--- src/rtl/uart_tx_if.sv ---
// Byte-write handshake between the CPU side and the UART transmitter FIFO.
// A byte is transferred on a rising clk edge where wr_valid && wr_ready.
interface uart_tx_if;
    logic [7:0] wr_data;
    logic       wr_valid;
    logic       wr_ready;

    modport master (
        output wr_data,
        output wr_valid,
        input  wr_ready
    );

    modport slave (
        input  wr_data,
        input  wr_valid,
        output wr_ready
    );
endinterface

--- src/rtl/uart_tx.sv ---
// 8N1 UART transmitter: a small byte FIFO feeds a baud-timed FSM that drives tx,
// LSB first, with back-to-back frames whenever the FIFO still holds data.
module uart_tx #(
    parameter int CLK_FREQ_HZ = 12_000_000,
    parameter int BAUD_RATE   = 115_200,
    parameter int FIFO_DEPTH  = 4
) (
    input  logic                          clk,
    input  logic                          reset,
    uart_tx_if.slave                      wr,
    output logic                          tx,
    output logic                          busy,
    output logic [$clog2(FIFO_DEPTH):0]   fifo_count
);

    localparam int CLKS_PER_BIT = CLK_FREQ_HZ / BAUD_RATE;
    localparam int PTR_W        = $clog2(FIFO_DEPTH);
    localparam int BCNT_W       = (CLKS_PER_BIT < 2) ? 1 : $clog2(CLKS_PER_BIT);
    localparam logic [PTR_W:0]    FULL_COUNT = (PTR_W + 1)'(FIFO_DEPTH);
    localparam logic [BCNT_W-1:0] BCNT_LAST  = BCNT_W'(CLKS_PER_BIT - 1);

    if (CLKS_PER_BIT < 2) begin : g_bad_baud
        $error("uart_tx: CLK_FREQ_HZ / BAUD_RATE must be at least 2");
    end
    if ((FIFO_DEPTH < 2) || ((FIFO_DEPTH & (FIFO_DEPTH - 1)) != 0)) begin : g_bad_depth
        $error("uart_tx: FIFO_DEPTH must be a power of 2 and at least 2");
    end

    typedef enum logic [1:0] {IDLE, START, DATA, STOP} state_t;

    state_t            state;
    logic [7:0]        mem [FIFO_DEPTH];
    logic [PTR_W-1:0]  rd_ptr;
    logic [PTR_W-1:0]  wr_ptr;
    logic [7:0]        shift;
    logic [2:0]        bit_idx;
    logic [BCNT_W-1:0] bcnt;
    logic              push;
    logic              pop;
    logic              bit_done;

    // Full-ness is decided by the count alone, so a pop in the same cycle cannot rescue a write.
    assign wr.wr_ready = (fifo_count != FULL_COUNT);
    assign push        = wr.wr_valid && wr.wr_ready;
    assign bit_done    = (bcnt == BCNT_LAST);
    assign pop         = (fifo_count != '0) &&
                         ((state == IDLE) || ((state == STOP) && bit_done));
    assign busy        = (state != IDLE) || (fifo_count != '0);

    always_ff @(posedge clk or posedge reset) begin
        if (reset) begin
            rd_ptr     <= '0;
            wr_ptr     <= '0;
            fifo_count <= '0;
        end else begin
            if (push) begin
                wr_ptr <= wr_ptr + PTR_W'(1);
            end
            if (pop) begin
                rd_ptr <= rd_ptr + PTR_W'(1);
            end
            case ({push, pop})
                2'b10:   fifo_count <= fifo_count + (PTR_W + 1)'(1);
                2'b01:   fifo_count <= fifo_count - (PTR_W + 1)'(1);
                default: fifo_count <= fifo_count;
            endcase
        end
    end

    // Storage is not reset; clearing the pointers is enough to discard it.
    always_ff @(posedge clk) begin
        if (push) begin
            mem[wr_ptr] <= wr.wr_data;
        end
    end

    always_ff @(posedge clk or posedge reset) begin
        if (reset) begin
            state   <= IDLE;
            tx      <= 1'b1;
            shift   <= '0;
            bit_idx <= '0;
            bcnt    <= '0;
        end else begin
            case (state)
                IDLE: begin
                    tx <= 1'b1;
                    if (pop) begin
                        shift <= mem[rd_ptr];
                        bcnt  <= '0;
                        tx    <= 1'b0;
                        state <= START;
                    end
                end
                START: begin
                    if (bit_done) begin
                        bcnt    <= '0;
                        bit_idx <= '0;
                        tx      <= shift[0];
                        state   <= DATA;
                    end else begin
                        bcnt <= bcnt + BCNT_W'(1);
                    end
                end
                DATA: begin
                    if (bit_done) begin
                        bcnt <= '0;
                        if (bit_idx == 3'd7) begin
                            tx    <= 1'b1;
                            state <= STOP;
                        end else begin
                            bit_idx <= bit_idx + 3'd1;
                            shift   <= shift >> 1;
                            tx      <= shift[1];
                        end
                    end else begin
                        bcnt <= bcnt + BCNT_W'(1);
                    end
                end
                STOP: begin
                    if (bit_done) begin
                        bcnt <= '0;
                        if (pop) begin
                            shift <= mem[rd_ptr];
                            tx    <= 1'b0;
                            state <= START;
                        end else begin
                            tx    <= 1'b1;
                            state <= IDLE;
                        end
                    end else begin
                        bcnt <= bcnt + BCNT_W'(1);
                    end
                end
                default: begin
                    tx    <= 1'b1;
                    bcnt  <= '0;
                    state <= IDLE;
                end
            endcase
        end
    end

endmodule

--- src/flat_wrapper.sv ---
// flat-port wrapper written by rule: the top's interface ports become plain ports
module uart_tx_flat 
#(
    parameter int CLK_FREQ_HZ = 12_000_000,
    parameter int BAUD_RATE   = 115_200,
    parameter int FIFO_DEPTH  = 4
)
  (clk, reset, tx, busy, fifo_count, wr_wr_data, wr_wr_valid, wr_wr_ready);
  uart_tx_if wr_i ();
  input  logic clk;
  input  logic reset;
  output logic tx;
  output logic busy;
  output logic [$clog2(FIFO_DEPTH):0] fifo_count;
  input wire logic [$bits(wr_i.wr_data)-1:0] wr_wr_data;
  input wire logic [$bits(wr_i.wr_valid)-1:0] wr_wr_valid;
  output wire logic [$bits(wr_i.wr_ready)-1:0] wr_wr_ready;
  assign wr_i.wr_data = wr_wr_data;
  assign wr_i.wr_valid = wr_wr_valid;
  assign wr_wr_ready = wr_i.wr_ready;
  uart_tx #(.CLK_FREQ_HZ(CLK_FREQ_HZ), .BAUD_RATE(BAUD_RATE), .FIFO_DEPTH(FIFO_DEPTH)) u_core (.clk(clk), .reset(reset), .wr(wr_i), .tx(tx), .busy(busy), .fifo_count(fifo_count));
endmodule
--- config.mk ---
export PLATFORM = sky130hd
export DESIGN_NAME = uart_tx_flat
export DESIGN_NICKNAME = d
export VERILOG_FILES = /design/src/rtl/uart_tx_if.sv /design/src/rtl/uart_tx.sv /design/src/flat_wrapper.sv
export SDC_FILE = /design/constraint.sdc
export NUM_CORES = 1
export LEC_CHECK = 0
export ABC_AREA = 1
export ABC_CLOCK_PERIOD_IN_PS = 2400
export BUFFER_PORTS_ARGS = -buffer_cell sky130_fd_sc_hd__buf_2
export CAP_MARGIN = 20
export CORE_UTILIZATION = 40
export CTS_BUF_LIST = sky130_fd_sc_hd__clkbuf_8
export DETAILED_ROUTE_END_ITERATION = 7
export SLEW_MARGIN = 10
export SYNTH_ARGS = -nofsm -noshare
export SYNTH_HDL_FRONTEND = slang
export SYNTH_SLANG_ARGS = --single-unit
--- constraint.sdc ---
create_clock -name clk -period 2.4 [get_ports clk]
set_input_delay 0.12 -clock clk [delete_from_list [all_inputs] [get_ports clk]]
set_output_delay 0.12 -clock clk [all_outputs]
set_load 0.03 [all_outputs]
==> summary.md <==
| Metric | Value |
|---|---|
| DRC violations left | `0` |
| Seq/Total Area, Yosys | `0.5706` |
| Compound-Gate Fraction of Synth Area | `0.05024` |
| Max Clk Rate | `449.3 MHz` |
| Avg Inst Size Synth | `9.912 um2` |
| Final wirelength | `approximately 5300 um` |
| Hold path depth | `1` |
| Setup WS pre-CTS | `0.2057 ns` |
| Clock sink total | `60` |
| Detail Route Antenna Nets | `0` |
| Outcome | `finished clean` |
| Nets | `357` |
| First-pass GRT wire length | `roughly 9000 um` |
| Tightest Pin Transition | `0.4115 ns` |
| Synth cell types | `34` |
| Synth-to-Final Area Change | `18.42%` |
| Initial DRC Count | `117` |
| Inserted Diodes | `0` |
| Peak supply drop | `521.5 uV` |
| Placed inst area | `0.003146 mm2` |
| CTS tree | `yes` |
| Router iterations before antenna repair | `4` |
| Setup ws final | `0.1741 ns` |
| Initial antenna violation count | `0` |
| Tot Pwr | `2.780 mW` |
| Root Driver | `clkbuf_8` |
| Yosys warning count | `0` |
| Die area | `0.007630 mm2` |
| CP max-delay cell | `dfrtp_1` |
| Initial Util | `0.4219` |
| Worst path max stage delay | `0.44 ns` |
| Leakage | `1.567 nW` |
| Final Util | `0.4996` |
| Final Cycle Share | `0.9275` |
| Post-cts hold buffer count | `8` |
| IO Count | `17` |
| DP HPWL | `about 3600 um` |
| Core area | `0.006907 mm2` |
| Top delay family on crit path | `adder cells` |
| Routed length per placed instance | `12.23 um` |
| Crit end category | `flop` |
| CTS Buf Count | `9` |
| Dpl cells | `408` |
| Gr ovfl total | `0` |
| Layout cells sized above 1 | `0.1935` |
| Worst Setup Start Kind | `flop` |
| Setup Viol. Count Final | `0` |
| Pin count of the biggest net entering global routing | `29` |
| Slew HR | `0.7257` |
| Yosys reg bits | `60` |
| Mux cell area share after synthesis | `0.003864` |
| Arr. time, crit path | `~2.4 ns` |
| Most frequent cells in the layout | `nand2_1, nand3_1, edfxtp_1, dfrtp_1` |
| Cell area after layout | `0.003451 mm2` |
| Cells along the critical path | `inv_1 -> ha_1 -> nor2_1 -> nor2_1 -> nand2_4 -> inv_2 -> ha_1 -> fa_1 -> mux2_2` |
| Total via count in the routed design | `2022` |
| Fin crit period | `approximately 2.2 ns` |
| Area contributors post-synth | `edfxtp_1, dfrtp_1, nand2_1` |
| Post-route clock skew | `between 0.007 and 0.008 ns` |
| Worst Path Required | `2.61 ns` |
| Largest area contributor in the netlist | `edfxtp_1` |
| Die width | `87.35 um` |
| CTS Buffer Depth | `2` |
| HP Class | `in -> reg` |
| Post-DR vias/cell | `4.681` |
| Setup Buffers After CTS | `0` |
| WP buf/inv | `2` |
| Vias in the first global route | `1988` |
| Clock-pin slew on the worst setup and hold paths | `approximately 0.07 ns` |
| I/O Buffers | `16` |
| Simple-Gate Fraction of Synth Area | `0.2447` |
| Pwr Density | `805.6 mW/mm2` |
| Reg2Reg Depth | `9` |
| Worst-skew pair later-pin latency | `0.33 ns` |
| CP Class | `reg -> reg` |
| Overall routing resource usage | `0.1602` |
| Routability cong. | `0.7439` |
| Stages on worst setup path | `9` |
| Synth Area in Adders | `0.06698` |
| Most common cell after layout, fill and taps aside | `nand2_1` |
| Max Cap Viol | `0` |
| Num rows | `30` |
| Worst-path fanout max | `5` |
| Die Y | `87.35 um` |
| # resized after CTS | `0` |
| Worst Hold Slack | `0.01725 ns` |
| Largest family of logic cells by synthesized area | `simple AND/OR/NAND/NOR gates` |
| Synth Area in XOR/XNOR | `0.01803` |
| Max-slew violations | `0` |
| Final Hold Violating Endpoints | `0` |
| Top-area cell type share of the netlist area | `0.3298` |
| Post-Syn Area | `0.002914 mm2` |
| Non-filler instance count after layout | `about 430` |
| Synth Instances | `between 200 and 300` |
| Synthesized Nets | `320` |
| H-tree Lvls | `3` |
| Post-route setup TNS | `0 ns` |
| RSZ-0062 raised after global routing | `false` |
## Yosys cell counts
| cell | number |
|---|---|
| a21oi_1 | 8 |
| a21oi_2 | 1 |
| a21oi_4 | 1 |
| a31oi_1 | 1 |
| buf_2 | 5 |
| buf_4 | 1 |
| clkbuf_1 | 1 |
| dfrtp_1 | 27 |
| dfstp_2 | 1 |
| edfxtp_1 | 32 |
| fa_1 | 1 |
| ha_1 | 14 |
| inv_1 | 16 |
| inv_2 | 8 |
| inv_4 | 1 |
| mux2_2 | 1 |
| nand2_1 | 87 |
| nand2_2 | 1 |
| nand2_4 | 3 |
| nand2_8 | 1 |
| nand3_1 | 38 |
| nand3_2 | 1 |
| nand3_4 | 1 |
| nand4_1 | 1 |
| nor2_1 | 16 |
| nor2_2 | 3 |
| nor2_4 | 1 |
| o21ai_0 | 3 |
| o21ai_1 | 8 |
| o22ai_1 | 2 |
| o31ai_1 | 1 |
| or2_0 | 2 |
| xnor2_1 | 1 |
| xor2_1 | 5 |
## registers in the layout, indices dropped and copies added, names as in the netlist
signal,count
u_core.tx,1
u_core.bit_idx,3
u_core.wr_ptr,2
u_core.fifo_count,3
u_core.shift,8
u_core.rd_ptr,2
u_core.mem,32
u_core.bcnt,7
u_core.state,2
## where the power goes
group	switching, mW	internal, mW	total (mW)
registers	0.0639	1.25	1.31
logic	0.297	0.164	0.461
clock network	0.417	0.589	1.01
total	0.778	2.00	2.78
## routing by layer
metal	wire, um	share of wire	GRT usage
met1	2569	0.49	0.2061
met2	2549	0.48	0.2621
met3	120	0.023	0.03128
met4	44	0.0083	0.07154
met5	0	0	0
## path summary, 6_finish.rpt
check                                start                   end  slack (ns)
setup / recovery           u_core.state[0]  u_core.fifo_count[1]        0.17
hold / removal               wr_wr_data[1]      u_core.mem[3][1]        0.02
setup reg to reg           u_core.state[0]  u_core.fifo_count[1]        0.17
hold reg to reg            u_core.shift[1]       u_core.shift[1]        0.48
max in group asynchronous            reset             u_core.tx        1.69
min in group asynchronous            reset  u_core.fifo_count[0]        0.40
## kinds of logic after synthesis
group / Yosys count
adder cells (fa/ha/maj): 15
flip-flops: 60
AO/OA/AOI/OAI: 25
multiplexers: 1
buffers and inverters: 32
AND/OR/NAND/NOR: 155
XOR/XNOR: 6
## final cells by class
class | instances | area (um2)
Fill cell | 664 | 3456
Sequential cell | 60 | 1663
Multi-Input combinational cell | 202 | 1119
Timing Repair Buffer | 33 | 227.7
Clock buffer | 9 | 123.9
Tap cell | 96 | 120.1
Clock inverter | 7 | 101.3
Inverter | 25 | 96.34
Note: power is estimated with default switching activity, not from simulation.
